## src/rtl/lsu_if.sv

```systemverilog
// CPU-side request/response and memory-side port bundle for the load/store unit.
// The slave modport is the LSU's view; the master modport drives it (CPU plus memory).
interface lsu_if #(
    parameter int AW = 16
);
    logic          req_valid;
    logic          req_ready;
    logic          req_we;
    logic [2:0]    req_funct3;
    logic [AW-1:0] req_addr;
    logic [31:0]   req_wdata;

    logic          rsp_valid;
    logic [31:0]   rsp_rdata;
    logic          rsp_fault;
    logic [1:0]    rsp_cause;

    logic          ren;
    logic          wen;
    logic [AW-1:0] addr;
    logic [31:0]   wdata;
    logic [3:0]    wmask;
    logic [31:0]   rdata;
    logic          rd_valid;

    modport slave (
        input  req_valid, req_we, req_funct3, req_addr, req_wdata, rdata, rd_valid,
        output req_ready, rsp_valid, rsp_rdata, rsp_fault, rsp_cause,
               ren, wen, addr, wdata, wmask
    );

    modport master (
        output req_valid, req_we, req_funct3, req_addr, req_wdata, rdata, rd_valid,
        input  req_ready, rsp_valid, rsp_rdata, rsp_fault, rsp_cause,
               ren, wen, addr, wdata, wmask
    );
endinterface

```

## src/rtl/lsu.sv

```systemverilog
// RV32I load/store unit: one access at a time, alignment/funct3 checking,
// byte-lane store steering, load formatting, bounded load wait and fault counting.
module lsu #(
    parameter int AW      = 16,
    parameter int TIMEOUT = 255
) (
    input  logic       clk,
    input  logic       rst_n,
    lsu_if.slave       bus,
    output logic [7:0] fault_cnt
);
    typedef enum logic [1:0] {IDLE, STORE, LOAD, RESP} state_t;

    localparam logic [7:0] WAIT_LAST = 8'(TIMEOUT - 1);

    state_t        state_reg,     state_next;
    logic [AW-1:0] addr_reg,      addr_next;
    logic [31:0]   wdata_reg,     wdata_next;
    logic [3:0]    wmask_reg,     wmask_next;
    logic [2:0]    funct3_reg,    funct3_next;
    logic          we_reg,        we_next;
    logic [7:0]    cnt_reg,       cnt_next;
    logic [31:0]   rdata_reg,     rdata_next;
    logic [1:0]    cause_reg,     cause_next;
    logic [7:0]    fault_cnt_reg, fault_cnt_next;

    logic [1:0]  req_off;
    logic        illegal;
    logic        misaligned;
    logic [1:0]  req_cause;
    logic [3:0]  req_mask;
    logic [31:0] lane;
    logic [31:0] load_fmt;

    // Request decode; a store to address 0 is reported like a misalignment.
    always_comb begin
        req_off = bus.req_addr[1:0];
        if (bus.req_we) begin
            illegal = bus.req_funct3[2] || (bus.req_funct3[1:0] == 2'b11);
        end else begin
            illegal = (bus.req_funct3 == 3'b011) || (bus.req_funct3 == 3'b110) ||
                      (bus.req_funct3 == 3'b111);
        end
        misaligned = ((bus.req_funct3[1:0] == 2'b01) && req_off[0]) ||
                     ((bus.req_funct3[1:0] == 2'b10) && (req_off != 2'b00)) ||
                     (bus.req_we && (bus.req_addr == '0));
        req_cause = illegal ? 2'b11 : (misaligned ? 2'b01 : 2'b00);
        req_mask  = 4'b0000;
        if (bus.req_we) begin
            case (bus.req_funct3[1:0])
                2'b00:   req_mask = 4'b0001 << req_off;
                2'b01:   req_mask = req_off[1] ? 4'b1100 : 4'b0011;
                2'b10:   req_mask = 4'b1111;
                default: req_mask = 4'b0000;
            endcase
        end
    end

    // Pick the addressed lane of the read word and extend it to 32 bits.
    always_comb begin
        lane     = bus.rdata >> {addr_reg[1:0], 3'b000};
        load_fmt = lane;
        case (funct3_reg[1:0])
            2'b00:   load_fmt = {{24{~funct3_reg[2] & lane[7]}}, lane[7:0]};
            2'b01:   load_fmt = {{16{~funct3_reg[2] & lane[15]}}, lane[15:0]};
            default: load_fmt = lane;
        endcase
    end

    always_comb begin
        state_next     = state_reg;
        addr_next      = addr_reg;
        wdata_next     = wdata_reg;
        wmask_next     = wmask_reg;
        funct3_next    = funct3_reg;
        we_next        = we_reg;
        cnt_next       = cnt_reg;
        rdata_next     = rdata_reg;
        cause_next     = cause_reg;
        fault_cnt_next = fault_cnt_reg;
        case (state_reg)
            IDLE: begin
                if (bus.req_valid) begin
                    addr_next   = bus.req_addr;
                    wdata_next  = bus.req_wdata << {req_off, 3'b000};
                    wmask_next  = req_mask;
                    funct3_next = bus.req_funct3;
                    we_next     = bus.req_we;
                    cnt_next    = 8'd0;
                    rdata_next  = 32'd0;
                    cause_next  = req_cause;
                    if (req_cause != 2'b00) begin
                        state_next = RESP;
                    end else if (bus.req_we) begin
                        state_next = STORE;
                    end else begin
                        state_next = LOAD;
                    end
                end
            end
            STORE: state_next = RESP;
            LOAD: begin
                // Data arriving on the final allowed cycle still beats the timeout.
                if (bus.rd_valid) begin
                    rdata_next = load_fmt;
                    state_next = RESP;
                end else if (cnt_reg == WAIT_LAST) begin
                    cause_next = 2'b10;
                    state_next = RESP;
                end else begin
                    cnt_next = cnt_reg + 8'd1;
                end
            end
            RESP: begin
                state_next = IDLE;
                if ((cause_reg != 2'b00) && (fault_cnt_reg != 8'hFF)) begin
                    fault_cnt_next = fault_cnt_reg + 8'd1;
                end
            end
            default: state_next = IDLE;
        endcase
    end

    always_ff @(posedge clk or negedge rst_n) begin
        if (!rst_n) begin
            state_reg     <= IDLE;
            addr_reg      <= '0;
            wdata_reg     <= 32'd0;
            wmask_reg     <= 4'd0;
            funct3_reg    <= 3'd0;
            we_reg        <= 1'b0;
            cnt_reg       <= 8'd0;
            rdata_reg     <= 32'd0;
            cause_reg     <= 2'd0;
            fault_cnt_reg <= 8'd0;
        end else begin
            state_reg     <= state_next;
            addr_reg      <= addr_next;
            wdata_reg     <= wdata_next;
            wmask_reg     <= wmask_next;
            funct3_reg    <= funct3_next;
            we_reg        <= we_next;
            cnt_reg       <= cnt_next;
            rdata_reg     <= rdata_next;
            cause_reg     <= cause_next;
            fault_cnt_reg <= fault_cnt_next;
        end
    end

    assign bus.req_ready = rst_n && (state_reg == IDLE);
    assign bus.ren       = (state_reg == LOAD);
    assign bus.wen       = (state_reg == STORE) && we_reg;
    assign bus.addr      = addr_reg;
    assign bus.wdata     = wdata_reg;
    assign bus.wmask     = wmask_reg;
    assign bus.rsp_valid = (state_reg == RESP);
    assign bus.rsp_rdata = (state_reg == RESP) ? rdata_reg : 32'd0;
    assign bus.rsp_fault = (state_reg == RESP) && (cause_reg != 2'b00);
    assign bus.rsp_cause = (state_reg == RESP) ? cause_reg : 2'b00;
    assign fault_cnt     = fault_cnt_reg;
endmodule

```

## src/flat_wrapper.sv

```systemverilog
// flat-port wrapper written by rule: the top's interface ports become plain ports
module lsu_flat 
#(
    parameter int AW      = 16,
    parameter int TIMEOUT = 255
)
  (clk, rst_n, fault_cnt, bus_req_valid, bus_req_we, bus_req_funct3, bus_req_addr, bus_req_wdata, bus_rdata, bus_rd_valid, bus_req_ready, bus_rsp_valid, bus_rsp_rdata, bus_rsp_fault, bus_rsp_cause, bus_ren, bus_wen, bus_addr, bus_wdata, bus_wmask);
  lsu_if #(.AW(AW)) bus_i ();
  input  logic clk;
  input  logic rst_n;
  output logic [7:0] fault_cnt;
  input wire logic [$bits(bus_i.req_valid)-1:0] bus_req_valid;
  input wire logic [$bits(bus_i.req_we)-1:0] bus_req_we;
  input wire logic [$bits(bus_i.req_funct3)-1:0] bus_req_funct3;
  input wire logic [$bits(bus_i.req_addr)-1:0] bus_req_addr;
  input wire logic [$bits(bus_i.req_wdata)-1:0] bus_req_wdata;
  input wire logic [$bits(bus_i.rdata)-1:0] bus_rdata;
  input wire logic [$bits(bus_i.rd_valid)-1:0] bus_rd_valid;
  output wire logic [$bits(bus_i.req_ready)-1:0] bus_req_ready;
  output wire logic [$bits(bus_i.rsp_valid)-1:0] bus_rsp_valid;
  output wire logic [$bits(bus_i.rsp_rdata)-1:0] bus_rsp_rdata;
  output wire logic [$bits(bus_i.rsp_fault)-1:0] bus_rsp_fault;
  output wire logic [$bits(bus_i.rsp_cause)-1:0] bus_rsp_cause;
  output wire logic [$bits(bus_i.ren)-1:0] bus_ren;
  output wire logic [$bits(bus_i.wen)-1:0] bus_wen;
  output wire logic [$bits(bus_i.addr)-1:0] bus_addr;
  output wire logic [$bits(bus_i.wdata)-1:0] bus_wdata;
  output wire logic [$bits(bus_i.wmask)-1:0] bus_wmask;
  assign bus_i.req_valid = bus_req_valid;
  assign bus_i.req_we = bus_req_we;
  assign bus_i.req_funct3 = bus_req_funct3;
  assign bus_i.req_addr = bus_req_addr;
  assign bus_i.req_wdata = bus_req_wdata;
  assign bus_i.rdata = bus_rdata;
  assign bus_i.rd_valid = bus_rd_valid;
  assign bus_req_ready = bus_i.req_ready;
  assign bus_rsp_valid = bus_i.rsp_valid;
  assign bus_rsp_rdata = bus_i.rsp_rdata;
  assign bus_rsp_fault = bus_i.rsp_fault;
  assign bus_rsp_cause = bus_i.rsp_cause;
  assign bus_ren = bus_i.ren;
  assign bus_wen = bus_i.wen;
  assign bus_addr = bus_i.addr;
  assign bus_wdata = bus_i.wdata;
  assign bus_wmask = bus_i.wmask;
  lsu #(.AW(AW), .TIMEOUT(TIMEOUT)) u_core (.clk(clk), .rst_n(rst_n), .bus(bus_i), .fault_cnt(fault_cnt));
endmodule
```

## config.mk

```make
export PLATFORM = sky130hd
export DESIGN_NAME = lsu_flat
export DESIGN_NICKNAME = d
export VERILOG_FILES = /design/src/rtl/lsu_if.sv /design/src/rtl/lsu.sv /design/src/flat_wrapper.sv
export SDC_FILE = /design/constraint.sdc
export NUM_CORES = 1
export LEC_CHECK = 0
export ABC_CLOCK_PERIOD_IN_PS = 4700
export CORE_ASPECT_RATIO = 0.6
export CORE_UTILIZATION = 45
export CTS_CLUSTER_DIAMETER = 120
export DETAILED_ROUTE_END_ITERATION = 8
export PLACE_DENSITY = 0.77
export SETUP_SLACK_MARGIN = 0.1
export SLEW_MARGIN = 40
export SYNTH_ARGS = -nofsm -noshare
export SYNTH_HDL_FRONTEND = slang
export SYNTH_SLANG_ARGS = --single-unit
```

## constraint.sdc

```tcl
create_clock -name clk -period 4.7 [get_ports clk]
set_input_delay 0.94 -clock clk [delete_from_list [all_inputs] [get_ports clk]]
set_output_delay 0.94 -clock clk [all_outputs]
set_load 0.05 [all_outputs]
```

==> results of run 1 <==
==> metal layers <==
metal  part of all wire  vias up  GRT usage
li1                   -     2325          -
met1               0.48     2461      0.381
met2               0.44      184      0.364
met3              0.074       15     0.0612
met4             0.0074        0     0.0497
met5                  0        -          0
==> cell families after synthesis <==
logic type,after synthesis,synth area share
simple gates,165,0.156
compound gates,145,0.172
flops,108,0.476
mux,70,0.134
buf+inv,45,0.0355
xor+xnor,7,0.0108
fa+ha+maj,7,0.0154
==> worst max-delay path by stage <==
| stage | end | slack [ns] |
|---|---|---|
| after CTS | bus_rsp_fault | 1.08 |
| after global placement | u_core.rdata_reg[16]$_DFFE_PN0P_ | 1.30 |
| final | bus_req_ready | 1.38 |
| after floorplan | bus_rsp_rdata[10] | 2.13 |
| after global routing | bus_rsp_rdata[3] | 1.28 |
| after detailed placement | bus_req_ready | 1.37 |
==> worst max-delay path, stage by stage <==
cell and delay [ns]:
buf_4 0.39, and2_1 0.20, clkdlybuf4s50_1 0.83
==> placed cells by master, fill, tap and decap left out, drive strengths merged, types with 3 or more instances in the layout <==
| cell | netlist | layout |
|---|---|---|
| nand2 | 34 | 34 |
| dfrtp | 108 | 108 |
| clkdlybuf4s50 | 0 | 184 |
| a22o | 10 | 10 |
| inv | 9 | 12 |
| nor2 | 27 | 27 |
| nor3 | 6 | 6 |
| a21oi | 39 | 39 |
| clkbuf | 23 | 9 |
| and2 | 37 | 37 |
| clkinv | 0 | 3 |
| nor2b | 10 | 10 |
| a221o | 17 | 17 |
| o21ai | 49 | 49 |
| or4 | 4 | 4 |
| nor4 | 4 | 4 |
| nand3 | 25 | 25 |
| o2bb2ai | 7 | 7 |
| a211oi | 8 | 8 |
| xor2 | 6 | 6 |
| buf | 13 | 8 |
| nand2b | 6 | 6 |
| ha | 7 | 7 |
| mux2 | 36 | 36 |
| or2 | 3 | 3 |
| nand4 | 4 | 4 |
| mux2i | 33 | 33 |
==> power groups by stage <==
stage | clock, mW | combinational (mW) | sequential (mW)
floorplan | 0 | 1.36 | 2.34
global placement | 0 | 3.03 | 1.62
detailed placement | 0 | 3.08 | 1.65
CTS | 0.792 | 3.10 | 1.63
global route | 0.836 | 3.28 | 1.70
finish | 0.780 | 3.10 | 1.64
==> layout make-up <==
cell class              instances  area (sq um)
multi-input cells             394          2800
fillers                       979          4220
inverters                       9          33.8
well taps                     165           206
flip-flops and latches        108          2700
clock buffers                   9           225
clock inverters                 7          81.3
repair buffers                192          1910
==> through the flow <==
| step | total power, mW | util | setup WS [ns] | hold WS, ns |
|---|---|---|---|---|
| global route | 5.81 | 0.653 | 1.28 | 0.501 |
| floorplan | 3.71 | - | 2.13 | 0.442 |
| finish | 5.52 | 0.653 | 1.38 | 0.473 |
| detailed placement | 4.73 | 0.626 | 1.37 | 0.464 |
| CTS | 5.52 | 0.652 | 1.08 | 0.480 |
| global placement | 4.65 | 0.625 | 1.30 | 0.458 |
==> out/results.tsv, run 1 <==
stage	metric	value	unit
sta	Rel. slew slack	0.525	
critical_path	CP max FO	34	
critical_path	Reg2Reg Capture Point	u_core.rdata_reg[23]$_DFFE_PN0P_	
synth	Seq/Total Area, Yosys	0.476	
synth	Syn Area/Cell	10.4	sq um
final_layout	non-filler cells in the finished layout	884	
critical_path	reg2reg start	u_core.state_reg[1]$_DFFE_PN0P_	
clock_tree	Max clock buf depth	2	
floorplan	Horiz. Die Dim	147	um
placement	post-DP HPWL	12000	um
final_layout	post-synthesis to final-layout area growth	40.2	%
floorplan	row count	31	
pwr	P_sw	2.63	mW
sta	TNS Setup	0	ns
hold_path	hold path depth	2	
sta	Clock Skews	0.00811	ns
final_layout	Diodes inserted	0	
placement	dpl cell area	0.00763	sq mm
critical_path	Critical Path End Type	output pin	
clock_tree	Post-CTS Hold Fix Bufs	0	
global_routing	initial antenna violation count	0	
placement	PortBufs	186	
floorplan	Die Y	89.0	um
floorplan	Core Area	0.0122	sq mm
drt	DRC	0	
synth	most common cell in the netlist	dfrtp_1	
synth	syn_nets	642	
synth	Synth Register Bits	108	
sta	Final Hold Fails	0	
drt	Via-to-Cell Ratio	5.64	
final_layout	NumNets Final	809	
critical_path	reg2reg setup slack	2.13	ns
hold_path	Hold Crit Class	reg -> reg	
pwr	Clk pwr share	0.141	
synth	Post-Syn Instances	547	
flow_run	# Max-Cap Violations	0	
clock_tree	clock root cell	clkbuf_16	
drt	antenna viol nets, final	0	
clock_tree	Post CTS Setup Buffer Count	0	
placement	placed insts	868	
pwr	sequential share of power	0.297	
global_routing	largest net degree at the start of global routing	77	
clock_tree	Resized Gates After CTS	0	
drt	DRT Pass-1 Iters	5	
global_routing	gr usage total	0.251	
sta	Tcrit/Tclk final	0.707	
pwr	LEAKAGE	3.35	nW
final_layout	fin area	0.00796	sq mm
sta	RSZ-0062 raised after global routing	no	
sta	setup violators final	0	
sta	Tmin final	3.32	ns
critical_path	worst reg2reg path depth	7	
clock_tree	Worst-Skew Late Latency	0.35	ns
pwr	Sw Ratio	0.476	
hold_path	Hold Path Sink	u_core.we_reg$_DFFE_PN0P_	
floorplan	die area	0.0131	sq mm
clock_tree	# H-tree levels	3	
clock_tree	TritonCTS Buffers	9	
floorplan	Initial Util	0.466	
clock_tree	Reg clk slew, reported paths	0.07	ns
synth	ranking of synthesized cells by area	dfrtp_1 (48%), mux2_2 (7.1%), mux2i_1 (5.8%)	
critical_path	Setup CP Type	in -> out	
global_routing	GRT Residual Overflow	0	
pwr	Power Dens Cells	693	mW/mm^2
global_routing	number of global-route vias before repair	4718	
final_layout	proportion of layout cells with a drive suffix above 1	0.121	
synth	number of synthesized flops with an enable pin	0	
drt	via count	4985	
pwr	cell-internal power	2.89	mW
synth	Synth area leader	dfrtp_1	
synth	Yosys Warn Count	0	
synth	Post-Syn Area	0.00568	sq mm
sta	Max Fclk	301	MHz
pwr	Max VDD drop	0.000412	V
clock_tree	CTS sink cnt	108	
synth	commonest cells in the netlist	dfrtp_1 (108), o21ai_0 (48), a21oi_1 (39)	
synth	ys flop type	dfrtp_1	
placement	GPL Wtd Cong	0.844	
global_routing	global-route wire length before repair	25300	um
clock_tree	CTS tree	yes	
pwr	Comb pwr share	0.561	
drt	routed len/inst	18.5	um
hold_path	Hold Crit Start	u_core.we_reg$_DFFE_PN0P_	
synth	Yosys cell types	53	
sta	Slew Viols, Final	0	
sta	Tightest Pin Transition	0.712	ns
critical_path	Critical Path RT	3.76	ns
critical_path	Critical Path Start	rst_n	
critical_path	Arr. time, crit path	2.38	ns
drt	drt total wl	16400	um
synth	top cell type's share of synthesized area	0.476	
synth	ys async rst share	1.00	
critical_path	Critical Path Start Type	input pin	
drt	Iteration-0 DRC Markers	273	
floorplan	Ports	187	
outcome	status	complete, no violations	
Note: power is estimated with default switching activity, not from simulation.
==> inputs of run 2 (changes only) <==
--- a/config.mk
+++ b/config.mk
@@ -5,7 +5,7 @@
 export SDC_FILE = /design/constraint.sdc
 export NUM_CORES = 1
 export LEC_CHECK = 0
-export ABC_CLOCK_PERIOD_IN_PS = 4700
+export ABC_CLOCK_PERIOD_IN_PS = 3400
 export CORE_ASPECT_RATIO = 0.6
 export CORE_UTILIZATION = 45
 export CTS_CLUSTER_DIAMETER = 120
==> constraint.sdc (replaced) <==
create_clock -name clk -period 3.4 [get_ports clk]
set_input_delay 0.68 -clock clk [delete_from_list [all_inputs] [get_ports clk]]
set_output_delay 0.68 -clock clk [all_outputs]
set_load 0.05 [all_outputs]
==> run 2 against run 1 <==
  * Final area increased by 0.31%
  * Critical endpoint is now bus_rsp_rdata[24]
  * Utilization rose by 0.21 points
  * Largest cell class unchanged
  * First-iteration DRC count rose by 28%
  * Largest power group unchanged
  * Sequential cell count did not move
  * Global-route usage increased by 0.33 points
  * Die area unchanged
  * Via count rose by 1.1%
  * Combinational power grew 41%
==> out/results.tsv, run 2 (synthesis gave the netlist of run 1 again) <==
stage	metric	value	unit	change
outcome	status	complete, no violations		
drt	DRT Pass-1 Iters	5		unchanged
critical_path	critical path's slowest cell	clkdlybuf4s50_1		
drt	via count	5041		+1.1%
critical_path	Critical Path End Type	output pin		
floorplan	Horiz. Die Dim	147	um	unchanged
placement	pre-CTS setup slack	0.327	ns	-1.04 ns
sta	Rel. slew slack	0.465		-0.0598
global_routing	GRT Residual Overflow	0		unchanged
drt	drt total wl	16400	um	+0.25%
critical_path	Critical Path RT	2.72	ns	-1.04 ns
hold_path	Hold Crit Class	in -> async		
global_routing	global-route wire length before repair	25800	um	+1.7%
sta	Tcrit/Tclk final	0.850		
floorplan	row count	31		unchanged
placement	GPL Wtd Cong	0.871		+3.1%
critical_path	crit-path max cell delay	0.82	ns	about the same
floorplan	Initial Util	0.466		unchanged
final_layout	most frequent cells in the layout	clkdlybuf4s50_1 (183), dfrtp_1 (108), o21ai_0 (48)		
drt	DRC	0		unchanged
placement	post-DP HPWL	12500	um	+3.8%
floorplan	Core Area	0.0122	sq mm	unchanged
final_layout	NumNets Final	813		+0.49%
clock_tree	TritonCTS Buffers	9		unchanged
global_routing	largest net degree at the start of global routing	77		unchanged
sta	Tightest Pin Transition	0.800	ns	+0.0877 ns
clock_tree	# H-tree levels	3		unchanged
final_layout	post-synthesis to final-layout area growth	40.6	%	
critical_path	Critical Path Start Type	flop		
critical_path	Setup CP Type	reg -> out		
drt	Iteration-0 DRC Markers	349		+28%
final_layout	Diodes inserted	0		unchanged
floorplan	die area	0.0131	sq mm	unchanged
sta	TNS Setup	0	ns	unchanged
sta	RSZ-0062 raised after global routing	no		
clock_tree	Reg clk slew, reported paths	0.07	ns	about the same
sta	setup violators final	0		unchanged
critical_path	Arr. time, crit path	2.21	ns	-0.17 ns
floorplan	Die Y	89.0	um	unchanged
drt	routed len/inst	18.5	um	-0.20%
sta	Slew Viols, Final	0		unchanged
clock_tree	CTS tree	yes		
placement	PortBufs	186		unchanged
pwr	LEAKAGE	3.38	nW	+0.76%
clock_tree	Max clock buf depth	2		unchanged
sta	Max Fclk	346	MHz	
final_layout	area occupied by multi-input gates	0.00279	sq mm	-0.58%
critical_path	Reg2Reg Capture Point	u_core.rdata_reg[30]$_DFFE_PN0P_		
clock_tree	clock root cell	clkbuf_16		
pwr	total power	7.66	mW	+39%
final_layout	register area	0.00270	sq mm	about the same
pwr	Max VDD drop	0.000595	V	+45%
drt	antenna viol nets, final	0		unchanged
final_layout	fill count	969		-1.0%
critical_path	worst reg2reg path depth	6		-1
flow_run	# Max-Cap Violations	0		unchanged
critical_path	reg2reg setup slack	0.84	ns	-1.29 ns
final_layout	most common cell after layout, fill and taps aside	clkdlybuf4s50_1		
critical_path	cells along the critical path	ha_1 > buf_4 > and2_1 > clkdlybuf4s50_1		
global_routing	initial antenna violation count	0		unchanged
critical_path	CP max FO	36		+5.9%
clock_tree	Post CTS Setup Buffer Count	0		unchanged
critical_path	Top delay family on crit path	buffers and inverters		
final_layout	proportion of layout cells with a drive suffix above 1	0.123		+0.00210
clock_tree	Post-CTS Hold Fix Bufs	0		unchanged
global_routing	gr usage total	0.254		+0.00328
critical_path	Crit path buffers/inverters	2		unchanged
sta	final worst slack	0.509	ns	-0.870 ns
final_layout	Core Util, Final	0.656		+0.00205
clock_tree	CTS sink cnt	108		unchanged
global_routing	number of global-route vias before repair	4815		+2.1%
sta	Clock Skews	0.00589	ns	-0.00222 ns
drt	Via-to-Cell Ratio	5.68		+0.67%
sta	Tmin final	2.89	ns	
pwr	Power Dens Cells	959	mW/mm^2	+38%
sta	Final Hold Fails	0		unchanged
clock_tree	Worst-Skew Late Latency	0.34	ns	about the same
sta	worst hold slack	0.281	ns	-0.192 ns
floorplan	Ports	187		unchanged
critical_path	reg2reg start	u_core.state_reg[0]$_DFFE_PN0P_		
clock_tree	Resized Gates After CTS	0		unchanged
## run 2: routing by layer
| layer | track usage | part of all wire | up-vias |
|---|---|---|---|
| met5 | 0 | 0 | - |
| met4 | 0.0703 | 0.013 | 0 |
| met2 | 0.369 | 0.42 | 221 |
| met1 | 0.380 | 0.48 | 2463 |
| met3 | 0.0592 | 0.083 | 18 |
| li1 | - | - | 2339 |
## run 2: worst max path at each step
| stage | to | from | slack [ns] | cells past startpoint |
|---|---|---|---|---|
| global placement | u_core.rdata_reg[23]$_DFFE_PN0P_ | bus_req_valid | 0.57 | 5 |
| CTS | bus_rsp_rdata[31] | u_core.state_reg[0]$_DFFE_PN0P_ | 0.50 | 4 |
| detailed placement | u_core.rdata_reg[20]$_DFFE_PN0P_ | bus_req_valid | 0.33 | 5 |
| global route | bus_rsp_rdata[8] | u_core.state_reg[1]$_DFFE_PN0P_ | 0.40 | 4 |
| floorplan | u_core.rdata_reg[24]$_DFFE_PN0P_ | u_core.state_reg[0]$_DFFE_PN0P_ | 1.04 | 8 |
| finish | bus_rsp_rdata[24] | u_core.state_reg[1]$_DFFE_PN0P_ | 0.51 | 4 |
## run 2: layout make-up
class,count,area share
repair buffers,196,0.244
clock buffers,10,0.0299
flip-flops and latches,108,0.339
inverters,9,0.00423
clock inverters,6,0.00878
well taps,165,0.0259
multi-input cells,394,0.349
## run 2: power by group
part	internal, mW	switching [mW]	total, mW
registers	1.82	0.403	2.23
clock network	0.598	0.478	1.08
logic	1.61	2.75	4.36
## run 2: stage by stage
stage               std cells  cell area (sq um)
floorplan                 547               5680
global placement          871               7650
detailed placement        871               7660
CTS                       887               7970
global route              888               7980
finish                    888               7980
